[src/rtl/stream_mask_unit_if.sv]
// Beat, mask-write and status signals of stream_mask_unit.
// master = producer/consumer side (bench), slave = the unit.
interface stream_mask_unit_if #(
  parameter int unsigned BUS_W = 256,
  parameter int unsigned SEL_W = 2,
  parameter int unsigned NW    = 32
);
  logic             mask_wr_en;
  logic [SEL_W-1:0] mask_wr_addr;
  logic [BUS_W-1:0] mask_wr_data;

  logic             in_valid;
  logic             in_ready;
  logic [BUS_W-1:0] in_data;
  logic [SEL_W-1:0] in_sel;
  logic [1:0]       in_mode;
  logic             in_last;

  logic             out_valid;
  logic             out_ready;
  logic [BUS_W-1:0] out_data;
  logic [NW-1:0]    out_zero;
  logic             out_last;
  logic [15:0]      out_beat_cnt;
  logic             err_sel;

  modport master (
    output mask_wr_en, mask_wr_addr, mask_wr_data,
    output in_valid, in_data, in_sel, in_mode, in_last, out_ready,
    input  in_ready, out_valid, out_data, out_zero, out_last, out_beat_cnt, err_sel
  );

  modport slave (
    input  mask_wr_en, mask_wr_addr, mask_wr_data,
    input  in_valid, in_data, in_sel, in_mode, in_last, out_ready,
    output in_ready, out_valid, out_data, out_zero, out_last, out_beat_cnt, err_sel
  );
endinterface

[src/rtl/stream_mask_unit.sv]
// Two-stage back-pressured packet masker: stage 1 captures beat and selected
// mask set, stage 2 applies the per-beat mode and flags all-zero words.
module stream_mask_unit #(
  parameter int unsigned PACKET_LENGTH = 8,
  parameter int unsigned W             = 8,
  parameter int unsigned K_MAX         = 4,
  parameter int unsigned MASK_DEPTH    = 4
) (
  input  logic               clk,
  input  logic               rst,
  stream_mask_unit_if.slave  bus
);
  localparam int unsigned NW    = W * K_MAX;
  localparam int unsigned BUS_W = NW * PACKET_LENGTH;
  localparam int unsigned SEL_W = (MASK_DEPTH > 1) ? $clog2(MASK_DEPTH) : 1;

  logic [BUS_W-1:0] bank_q [MASK_DEPTH];

  logic             s1_valid_q;
  logic [BUS_W-1:0] s1_data_q;
  logic [BUS_W-1:0] s1_mask_q;
  logic [1:0]       s1_mode_q;
  logic             s1_last_q;

  logic             s2_load;
  logic             s1_adv;
  logic             accept;
  logic             sel_ok;
  logic [BUS_W-1:0] sel_mask;
  logic [BUS_W-1:0] prod;
  logic [NW-1:0]    prod_zero;

  assign s2_load     = ~bus.out_valid | bus.out_ready;
  assign s1_adv      = s1_valid_q & s2_load;
  assign bus.in_ready = ~s1_valid_q | s1_adv;
  assign accept      = bus.in_valid & bus.in_ready;

  // Mask lookup; a same-cycle write to the selected entry bypasses the bank,
  // and an out-of-range select yields an all-zero mask.
  always_comb begin
    sel_ok   = 1'b0;
    sel_mask = '0;
    for (int unsigned i = 0; i < MASK_DEPTH; i++) begin
      if (bus.in_sel == SEL_W'(i)) begin
        sel_ok   = 1'b1;
        sel_mask = bank_q[i];
      end
    end
    if (sel_ok && bus.mask_wr_en && (bus.mask_wr_addr == bus.in_sel)) begin
      sel_mask = bus.mask_wr_data;
    end
  end

  always_ff @(posedge clk) begin
    if (rst) begin
      for (int unsigned i = 0; i < MASK_DEPTH; i++) bank_q[i] <= '1;
    end else if (bus.mask_wr_en) begin
      for (int unsigned i = 0; i < MASK_DEPTH; i++) begin
        if (bus.mask_wr_addr == SEL_W'(i)) bank_q[i] <= bus.mask_wr_data;
      end
    end
  end

  always_ff @(posedge clk) begin
    if (rst) begin
      s1_valid_q <= 1'b0;
      s1_data_q  <= '0;
      s1_mask_q  <= '0;
      s1_mode_q  <= 2'b00;
      s1_last_q  <= 1'b0;
    end else if (accept) begin
      s1_valid_q <= 1'b1;
      s1_data_q  <= bus.in_data;
      s1_mask_q  <= sel_mask;
      s1_mode_q  <= bus.in_mode;
      s1_last_q  <= bus.in_last;
    end else if (s1_adv) begin
      s1_valid_q <= 1'b0;
    end
  end

  // Mode product and per-word zero flags.
  always_comb begin
    prod      = '0;
    prod_zero = '0;
    case (s1_mode_q)
      2'b00:   prod = s1_data_q & s1_mask_q;
      2'b01:   prod = s1_data_q & ~s1_mask_q;
      2'b10:   prod = s1_data_q;
      default: prod = '0;
    endcase
    for (int unsigned w = 0; w < NW; w++) begin
      prod_zero[w] = (prod[w*PACKET_LENGTH +: PACKET_LENGTH] == '0);
    end
  end

  always_ff @(posedge clk) begin
    if (rst) begin
      bus.out_valid <= 1'b0;
      bus.out_data  <= '0;
      bus.out_zero  <= '1;
      bus.out_last  <= 1'b0;
    end else if (s2_load) begin
      bus.out_valid <= s1_valid_q;
      if (s1_valid_q) begin
        bus.out_data <= prod;
        bus.out_zero <= prod_zero;
        bus.out_last <= s1_last_q;
      end
    end
  end

  // Beat index of the presented beat; restarts after the frame's last beat.
  always_ff @(posedge clk) begin
    if (rst) begin
      bus.out_beat_cnt <= 16'd0;
    end else if (bus.out_valid && bus.out_ready) begin
      bus.out_beat_cnt <= bus.out_last ? 16'd0 : bus.out_beat_cnt + 16'd1;
    end
  end

  always_ff @(posedge clk) begin
    if (rst) begin
      bus.err_sel <= 1'b0;
    end else if (accept && !sel_ok) begin
      bus.err_sel <= 1'b1;
    end
  end
endmodule

[src/flat_wrapper.sv]
// flat-port wrapper written by rule: the top's interface ports become plain ports
module stream_mask_unit_flat 
#(
  parameter int unsigned PACKET_LENGTH = 8,
  parameter int unsigned W             = 8,
  parameter int unsigned K_MAX         = 4,
  parameter int unsigned MASK_DEPTH    = 4
)
  (clk, rst, bus_mask_wr_en, bus_mask_wr_addr, bus_mask_wr_data, bus_in_valid, bus_in_data, bus_in_sel, bus_in_mode, bus_in_last, bus_out_ready, bus_in_ready, bus_out_valid, bus_out_data, bus_out_zero, bus_out_last, bus_out_beat_cnt, bus_err_sel);
  stream_mask_unit_if #(.BUS_W((256)), .SEL_W(2), .NW((32))) bus_i ();
  input  logic clk;
  input  logic rst;
  input wire logic [$bits(bus_i.mask_wr_en)-1:0] bus_mask_wr_en;
  input wire logic [$bits(bus_i.mask_wr_addr)-1:0] bus_mask_wr_addr;
  input wire logic [$bits(bus_i.mask_wr_data)-1:0] bus_mask_wr_data;
  input wire logic [$bits(bus_i.in_valid)-1:0] bus_in_valid;
  input wire logic [$bits(bus_i.in_data)-1:0] bus_in_data;
  input wire logic [$bits(bus_i.in_sel)-1:0] bus_in_sel;
  input wire logic [$bits(bus_i.in_mode)-1:0] bus_in_mode;
  input wire logic [$bits(bus_i.in_last)-1:0] bus_in_last;
  input wire logic [$bits(bus_i.out_ready)-1:0] bus_out_ready;
  output wire logic [$bits(bus_i.in_ready)-1:0] bus_in_ready;
  output wire logic [$bits(bus_i.out_valid)-1:0] bus_out_valid;
  output wire logic [$bits(bus_i.out_data)-1:0] bus_out_data;
  output wire logic [$bits(bus_i.out_zero)-1:0] bus_out_zero;
  output wire logic [$bits(bus_i.out_last)-1:0] bus_out_last;
  output wire logic [$bits(bus_i.out_beat_cnt)-1:0] bus_out_beat_cnt;
  output wire logic [$bits(bus_i.err_sel)-1:0] bus_err_sel;
  assign bus_i.mask_wr_en = bus_mask_wr_en;
  assign bus_i.mask_wr_addr = bus_mask_wr_addr;
  assign bus_i.mask_wr_data = bus_mask_wr_data;
  assign bus_i.in_valid = bus_in_valid;
  assign bus_i.in_data = bus_in_data;
  assign bus_i.in_sel = bus_in_sel;
  assign bus_i.in_mode = bus_in_mode;
  assign bus_i.in_last = bus_in_last;
  assign bus_i.out_ready = bus_out_ready;
  assign bus_in_ready = bus_i.in_ready;
  assign bus_out_valid = bus_i.out_valid;
  assign bus_out_data = bus_i.out_data;
  assign bus_out_zero = bus_i.out_zero;
  assign bus_out_last = bus_i.out_last;
  assign bus_out_beat_cnt = bus_i.out_beat_cnt;
  assign bus_err_sel = bus_i.err_sel;
  stream_mask_unit #(.PACKET_LENGTH(PACKET_LENGTH), .W(W), .K_MAX(K_MAX), .MASK_DEPTH(MASK_DEPTH)) u_core (.clk(clk), .rst(rst), .bus(bus_i));
endmodule
[config.mk]
export PLATFORM = sky130hd
export DESIGN_NAME = stream_mask_unit_flat
export DESIGN_NICKNAME = d
export VERILOG_FILES = /design/src/rtl/stream_mask_unit_if.sv /design/src/rtl/stream_mask_unit.sv /design/src/flat_wrapper.sv
export SDC_FILE = /design/constraint.sdc
export NUM_CORES = 2
export LEC_CHECK = 0
export CAP_MARGIN = 40
export CELL_PAD_IN_SITES_DETAIL_PLACEMENT = 1
export CELL_PAD_IN_SITES_GLOBAL_PLACEMENT = 1
export CORE_MARGIN = 2
export CORE_UTILIZATION = 49
export DETAILED_ROUTE_END_ITERATION = 7
export PLACE_DENSITY = 0.87
export SLEW_MARGIN = 30
export SYNTH_ARGS = -nofsm -noshare
export SYNTH_HDL_FRONTEND = slang
export SYNTH_SLANG_ARGS = --single-unit
[constraint.sdc]
create_clock -name clk -period 72 [get_ports clk]
set_input_delay 10.8 -clock clk [delete_from_list [all_inputs] [get_ports clk]]
set_output_delay 10.8 -clock clk [all_outputs]
set_load 0.02 [all_outputs]
=== Word level (Yosys, flattened, before mapping) ===
Memory sizes are Yosys's and may differ from the RTL's.
Cells that the tools add are included.

* Add/subtract/negate cells: 1
* Equality and inequality tests: 9
* Muxes and demuxes: 35
* Bitwise operators: 13
* Reduce and logical (&&, ||, !) cells: 42

{| class="wikitable"
|+ Operators with widths
! kind !! count
|-
| 256-bit two-way mux || 9
|-
| 256-bit one-hot mux with 3 select lines || 1
|-
| 256-bit AND || 2
|-
| 8-bit logical NOT || 32
|-
| 256-bit inverter || 1
|-
| 1-bit two-way mux || 24
|-
| 16-bit by 1-bit adder with 16-bit output, second input constant || 1
|-
| 16-bit two-way mux || 1
|-
| 2-bit equality test, second input constant || 5
|-
| 2-bit by 1-bit equality test with 1-bit output, second input constant || 3
|-
| 2-bit logical NOT || 3
|-
| 1-bit bitwise OR || 6
|-
| 1-bit logical AND || 4
|-
| 1-bit AND || 2
|-
| 2-bit equality test || 1
|-
| 1-bit inverter || 2
|-
| 2-bit AND reduction || 1
|-
| 2-bit nonzero test || 1
|-
| 1-bit logical NOT || 1
|}

* Register bits after elaboration: 823
* RAM bits: 1,024
* Input port bits: 524
* Output and inout port bits: 308
* Word-level logic and storage cells: 112
* Memories kept: 1

{| class="wikitable"
|+ Memory list
! memory !! words !! width !! rd ports !! clocked after Yosys merged registers in !! write ports !! RTL line !! text
|-
| u_core.bank_q || 4 || 256 || 4 || 0 || 4 || stream_mask_unit.sv:17 || <nowiki>logic [BUS_W-1:0] bank_q [MASK_DEPTH];</nowiki>
|}

=== Logic depth before layout (Yosys ltp) ===
* Depth after elaboration: 8
* Mapped depth: 8

=== Least setup slack after synthesis ===
Ideal clock, no wire load.

* Path kind: input to register
* Start: in bus_mask_wr_addr[0]
* End: mem u_core.bank_q[0][0] (enable)
* Arrival: 28.807 ns
* Slack: 41.966 ns
* Cell stages on the path: 2
* Path buffers: 0
* Path through: nand2b_1 > o21ai_0

{| class="wikitable"
|+ RTL lines
! item !! RTL line !! text
|-
| start, declared || flat_wrapper.sv:14 || <nowiki>input wire logic [$bits(bus_i.mask_wr_addr)-1:0] bus_mask_wr_addr;</nowiki>
|-
| end, declared || stream_mask_unit.sv:17 ||
|}

=== Worst setup path after layout ===
* Start: in bus_out_ready
* End: out bus_in_ready

* Cells in the longest elaborated chain, start to end: 3

{| class="wikitable"
|+ RTL lines
! item !! RTL line !! text
|-
| start, declared || flat_wrapper.sv:21 || <nowiki>input wire logic [$bits(bus_i.out_ready)-1:0] bus_out_ready;</nowiki>
|-
| 1-bit bitwise OR || stream_mask_unit.sv:33 || <nowiki>assign s2_load = ~bus.out_valid | bus.out_ready;</nowiki>
|-
| 1-bit AND || stream_mask_unit.sv:34 || <nowiki>assign s1_adv = s1_valid_q & s2_load;</nowiki>
|-
| 1-bit bitwise OR || stream_mask_unit.sv:35 || <nowiki>assign bus.in_ready = ~s1_valid_q | s1_adv;</nowiki>
|-
| end, declared || flat_wrapper.sv:22 || <nowiki>output wire logic [$bits(bus_i.in_ready)-1:0] bus_in_ready;</nowiki>
|}

No other way between the ends.

==> metrics.csv <==
stage,metric,value,unit
global_routing,grt-ovfl-total,0,
sta,clock.fmax,42.7,MHz
sta,final_setup_vio_count,0,
worst_hold_path,whs_path_depth,2,
setup_path,cp_top_family,buffers and inverters,
synth,asyncSetResetFlopFracSynth,0,%
cts,clkLatencyLatePin,0.86,ns
sta,min_period,23.41,ns
power_and_ir_drop,ir_drop,0.0000243,V
run_status,run_status,"finished, violations left",
power_and_ir_drop,p_leak,33.4,nW
power_and_ir_drop,total_power_after_layout,2.54,mW
placed_design,gp_congestion,0.863,
global_routing,antenna_found_initial,113,
setup_path,timing.setup.critical_path_class,input port to primary output,
floorplanning,initial_utilization,49.4,%
synth,post_synth_mux_area_share,7.06,%
detailed_routing,antenna_left,0,
synth,synth_area_per_cell,10.9,µm²
cts,postCtsResizedCells,0,
global_routing,first_global_vias,68700,
synth,synth_cell_type_count,42,
synth,ys_ff_latch,1847,
setup_path,r2r_slack,67.27,ns
floorplanning,design.die.area,170000,µm²
power_and_ir_drop,internal_power,1.87,mW
setup_path,timing.critical_path.cells,"clkdlybuf4s50_1, buf_4, nand3b_1, clkdlybuf4s50_1",
worst_hold_path,hold_path_end,u_core.s1_data_q[181]$_SDFFE_PP0P_,
floorplanning,fp.coreArea,165000,µm²
sta,tightest_slew,1.10,ns
synth,ys_warn_count,0,
sta,final_min_period_over_clock_period,32.5,%
sta,maximum_clock_skew_at_final_layout,0.0607,ns
synth,yosys_most_used_dff,edfxtp_1,
synth,syn-instance-count,7495,
sta,slew_viol_final,0,
synth,synthTopCellsByArea,"edfxtp_1, dfxtp_1, mux4_2",
global_routing,grt_usage,35.0,%
power_and_ir_drop,clock_power_share,40.0,%
synth,post_synth_xor_area_fraction,1.52,%
floorplanning,num_io_pins,832,
setup_path,cpMostUsedCell,clkdlybuf4s50_1,
detailed_routing,route.detailed.wl_per_inst,29.5,µm
setup_path,worst_r2r_path_depth,12,
setup_path,rr_endpoint,u_core.s1_mask_q[165]$_SDFFE_PP0P_,
flow_run,cap_violations,0,
synth,edff_count_synth,1024,
finish,filler_cell_count,17100,
finish,area_growth,20.6,%
cts,cts.hold.buffers_added,0,
placed_design,io_buffers,831,
setup_path,critical_path.n_buffers_inverters,3,
synth,synth.yosys.seq_area_share,57.9,%
synth,synth-adder-area-share,0.0153,%
floorplanning,dieWidth,412,µm
setup_path,largest_stage_delay_on_the_critical_path,0.74,ns
sta,grt_setup_unrepaired,no,
setup_path,slowest_stage,clkdlybuf4s50_1,
synth,netlist_area,81600,µm²
setup_path,path_max_fanout,9,
detailed_routing,vias_post_dr,66000,
cts,cts_sinks,1847,
detailed_routing,post-route-drc-count,4,
detailed_routing,drt-total-wl,309000,µm
power_and_ir_drop,power.share.combinational,11.4,%
power_and_ir_drop,power.density,25.8,nW/µm²
power_and_ir_drop,power.sequential.fraction,48.6,%
sta,hold_viol,0,
cts,clockRootBuffer,clkbuf_16,
finish,finalNetCount,8535,
cts,cts.htree.levels,4,
setup_path,arrival,12.61,ns
cts,cts_tree,yes,
worst_hold_path,hold_start,u_core.s1_data_q[181]$_SDFFE_PP0P_,
synth,yosys.area.top_type_share,37.7,%
synth,postSynthNetCount,8020,
synth,synth.largest_area_cell,edfxtp_1,
sta,fin_tns_setup,0,ns
power_and_ir_drop,total_switching_power,0.670,mW
sta,max_slew_headroom,26.6,%
floorplanning,dieHeight,412,µm
detailed_routing,drt-pass1-iter-count,8,
synth,synth_top_family_by_area,simple AND/OR/NAND/NOR gates,
synth,synth_compound_gate_area_share,11.0,%
setup_path,r2r_start,u_core.bus.out_valid$_SDFFE_PP0P_,
cts,cts.clk_slew.worst_paths,0.06,ns
worst_hold_path,holdCritPathClass,flip-flop to flip-flop,
run_status,violations,DRC,
power_and_ir_drop,fraction_of_power_spent_switching_nets,26.4,%
cts,cts_buffer_depth,3,
detailed_routing,viasPerCell,6.30,
cts,cts_post_setup_buffers_inserted,0,
cts,cts_made_buffers,194,
detailed_routing,drt-initial-drc-count,7438,
setup_path,cp-end-kind,primary output,
placed_design,post-dp-hpwl,183000,µm
setup_path,cp-start-kind,input port,
finish,drive_above_1_share,11.4,%
setup_path,required,61.20,ns
global_routing,grt_first_pass_wirelength,446000,µm
global_routing,grt_start_max_net_pins,203,
synth,synthSimpleGateAreaFrac,18.7,%
floorplanning,row_count,149,
## kinds of logic after synthesis
kind of cell / Yosys count
buffers and inverters: 753
XOR/XNOR: 142
AND/OR/NAND/NOR: 3170
adder cells (fa/ha/maj): 1
multiplexers: 256
AO/OA/AOI/OAI: 1326
flip-flops: 1847
## registers in the layout (all words and copies together), names as in the netlist
register	cells
u_core.bank_q	1024
u_core.bus.out_beat_cnt	16
u_core.bus.out_data	256
u_core.s1_valid_q	1
u_core.bus.out_valid	1
u_core.s1_mask_q	256
u_core.s1_mode_q	2
u_core.bus.out_zero	32
u_core.s1_last_q	1
u_core.s1_data_q	256
u_core.bus.err_sel	1
u_core.bus.out_last	1
## power groups by stage
stage / clock network [mW] / registers (mW) / logic, mW
floorplan: 0 / 1.26 / 0.167
global placement: 0 / 1.24 / 0.264
detailed placement: 0 / 1.25 / 0.279
CTS: 1.02 / 1.23 / 0.285
global route: 1.06 / 1.24 / 0.308
finish: 1.02 / 1.23 / 0.290
## layout by cell type, fill, tap and decap left out, types with 255 or more instances in the layout
cell type	netlist	routed
nor2_1	651	650
or2_2	256	256
a21oi_1	300	300
nand2_1	1049	1047
clkdlybuf4s50_1	0	828
edfxtp_1	1024	1024
mux4_2	256	256
dfxtp_1	823	820
nand2b_1	770	769
nand3_1	256	255
a311oi_1	256	256
## per-stage QoR
| step | cell area, µm² | worst slack, ns | hold slack [ns] | cells | util [%] |
|---|---|---|---|---|---|
| floorplan | 81600 | 41.97 | 0.432 | 7495 | - |
| global placement | 91000 | 48.61 | 0.440 | 9973 | 55.1 |
| detailed placement | 91600 | 48.62 | 0.448 | 9994 | 55.4 |
| CTS | 97900 | 48.59 | 0.457 | 10400 | 59.3 |
| global route | 98300 | 48.57 | 0.476 | 10500 | 59.5 |
| finish | 98400 | 48.59 | 0.458 | 10500 | 59.6 |
## cell usage after synthesis (2+ instances only)
master        n
nand3_1     256
clkbuf_1    429
a21boi_0      4
a31o_2        2
buf_2       135
xnor2_1      11
nand2_1    1049
nand3b_1      2
or2_2       256
inv_1       131
a31oi_1      66
and3_1        5
edfxtp_1   1024
nor4_1        3
buf_1        30
and4_1        3
o21ai_0     256
o21a_1      124
xor2_1      131
a2bb2oi_1   124
nand4_1      36
nor3_1        6
nand2b_1    770
a21oi_1     300
a311oi_1    256
o41ai_1      32
dfxtp_1     823
mux4_2      256
nor2b_1       3
or3_1       130
o31ai_1      32
buf_4        27
a22oi_1     124
nor2_1      651
## cell type report
type / count / area, µm² / share of cell area, %
flip-flops and latches: 1847 / 47200 / 48.0
multi-input cells: 4895 / 31400 / 31.9
clock inverters: 85 / 835 / 0.848
diodes: 103 / 258 / 0.262
clock buffers: 285 / 5540 / 5.63
repair buffers: 941 / 9880 / 10.0
well taps: 2189 / 2740 / 2.78
inverters: 131 / 497 / 0.505
## metal layers
layer	track usage [%]	up-vias	wire [µm]
met5	0	-	356
met4	21.1	52	19600
met3	8.65	879	29900
met2	55.9	3580	146000
met1	43.0	33700	113000
li1	-	27800	-
## how the worst max path moves through the flow
stage / slack, ns / startpoint / cells past startpoint / end
2_1_floorplan: 41.97 / bus_mask_wr_addr[0] / 2 / u_core.bank_q[0][0]$_SDFFCE_PN1P_
3_3_place_gp: 48.61 / bus_out_ready / 4 / bus_in_ready
3_5_place_dp: 48.62 / bus_out_ready / 4 / bus_in_ready
4_1_cts: 48.59 / bus_out_ready / 4 / bus_in_ready
5_1_grt: 48.57 / bus_out_ready / 4 / bus_in_ready
6_report: 48.59 / bus_out_ready / 4 / bus_in_ready
## worst register-to-register path: stages (launching register included)
cell and delay [ns]:
dfxtp_1 0.50, buf_4 0.28, nor2b_4 0.16, a21oi_4 0.16, buf_4 0.50, buf_4 0.53, buf_12 0.31, buf_12 0.33
buf_16 0.46, buf_4 0.57, buf_12 0.31, nor2_1 0.09, a311oi_1 0.38
Note: power is estimated with default switching activity, not from simulation.
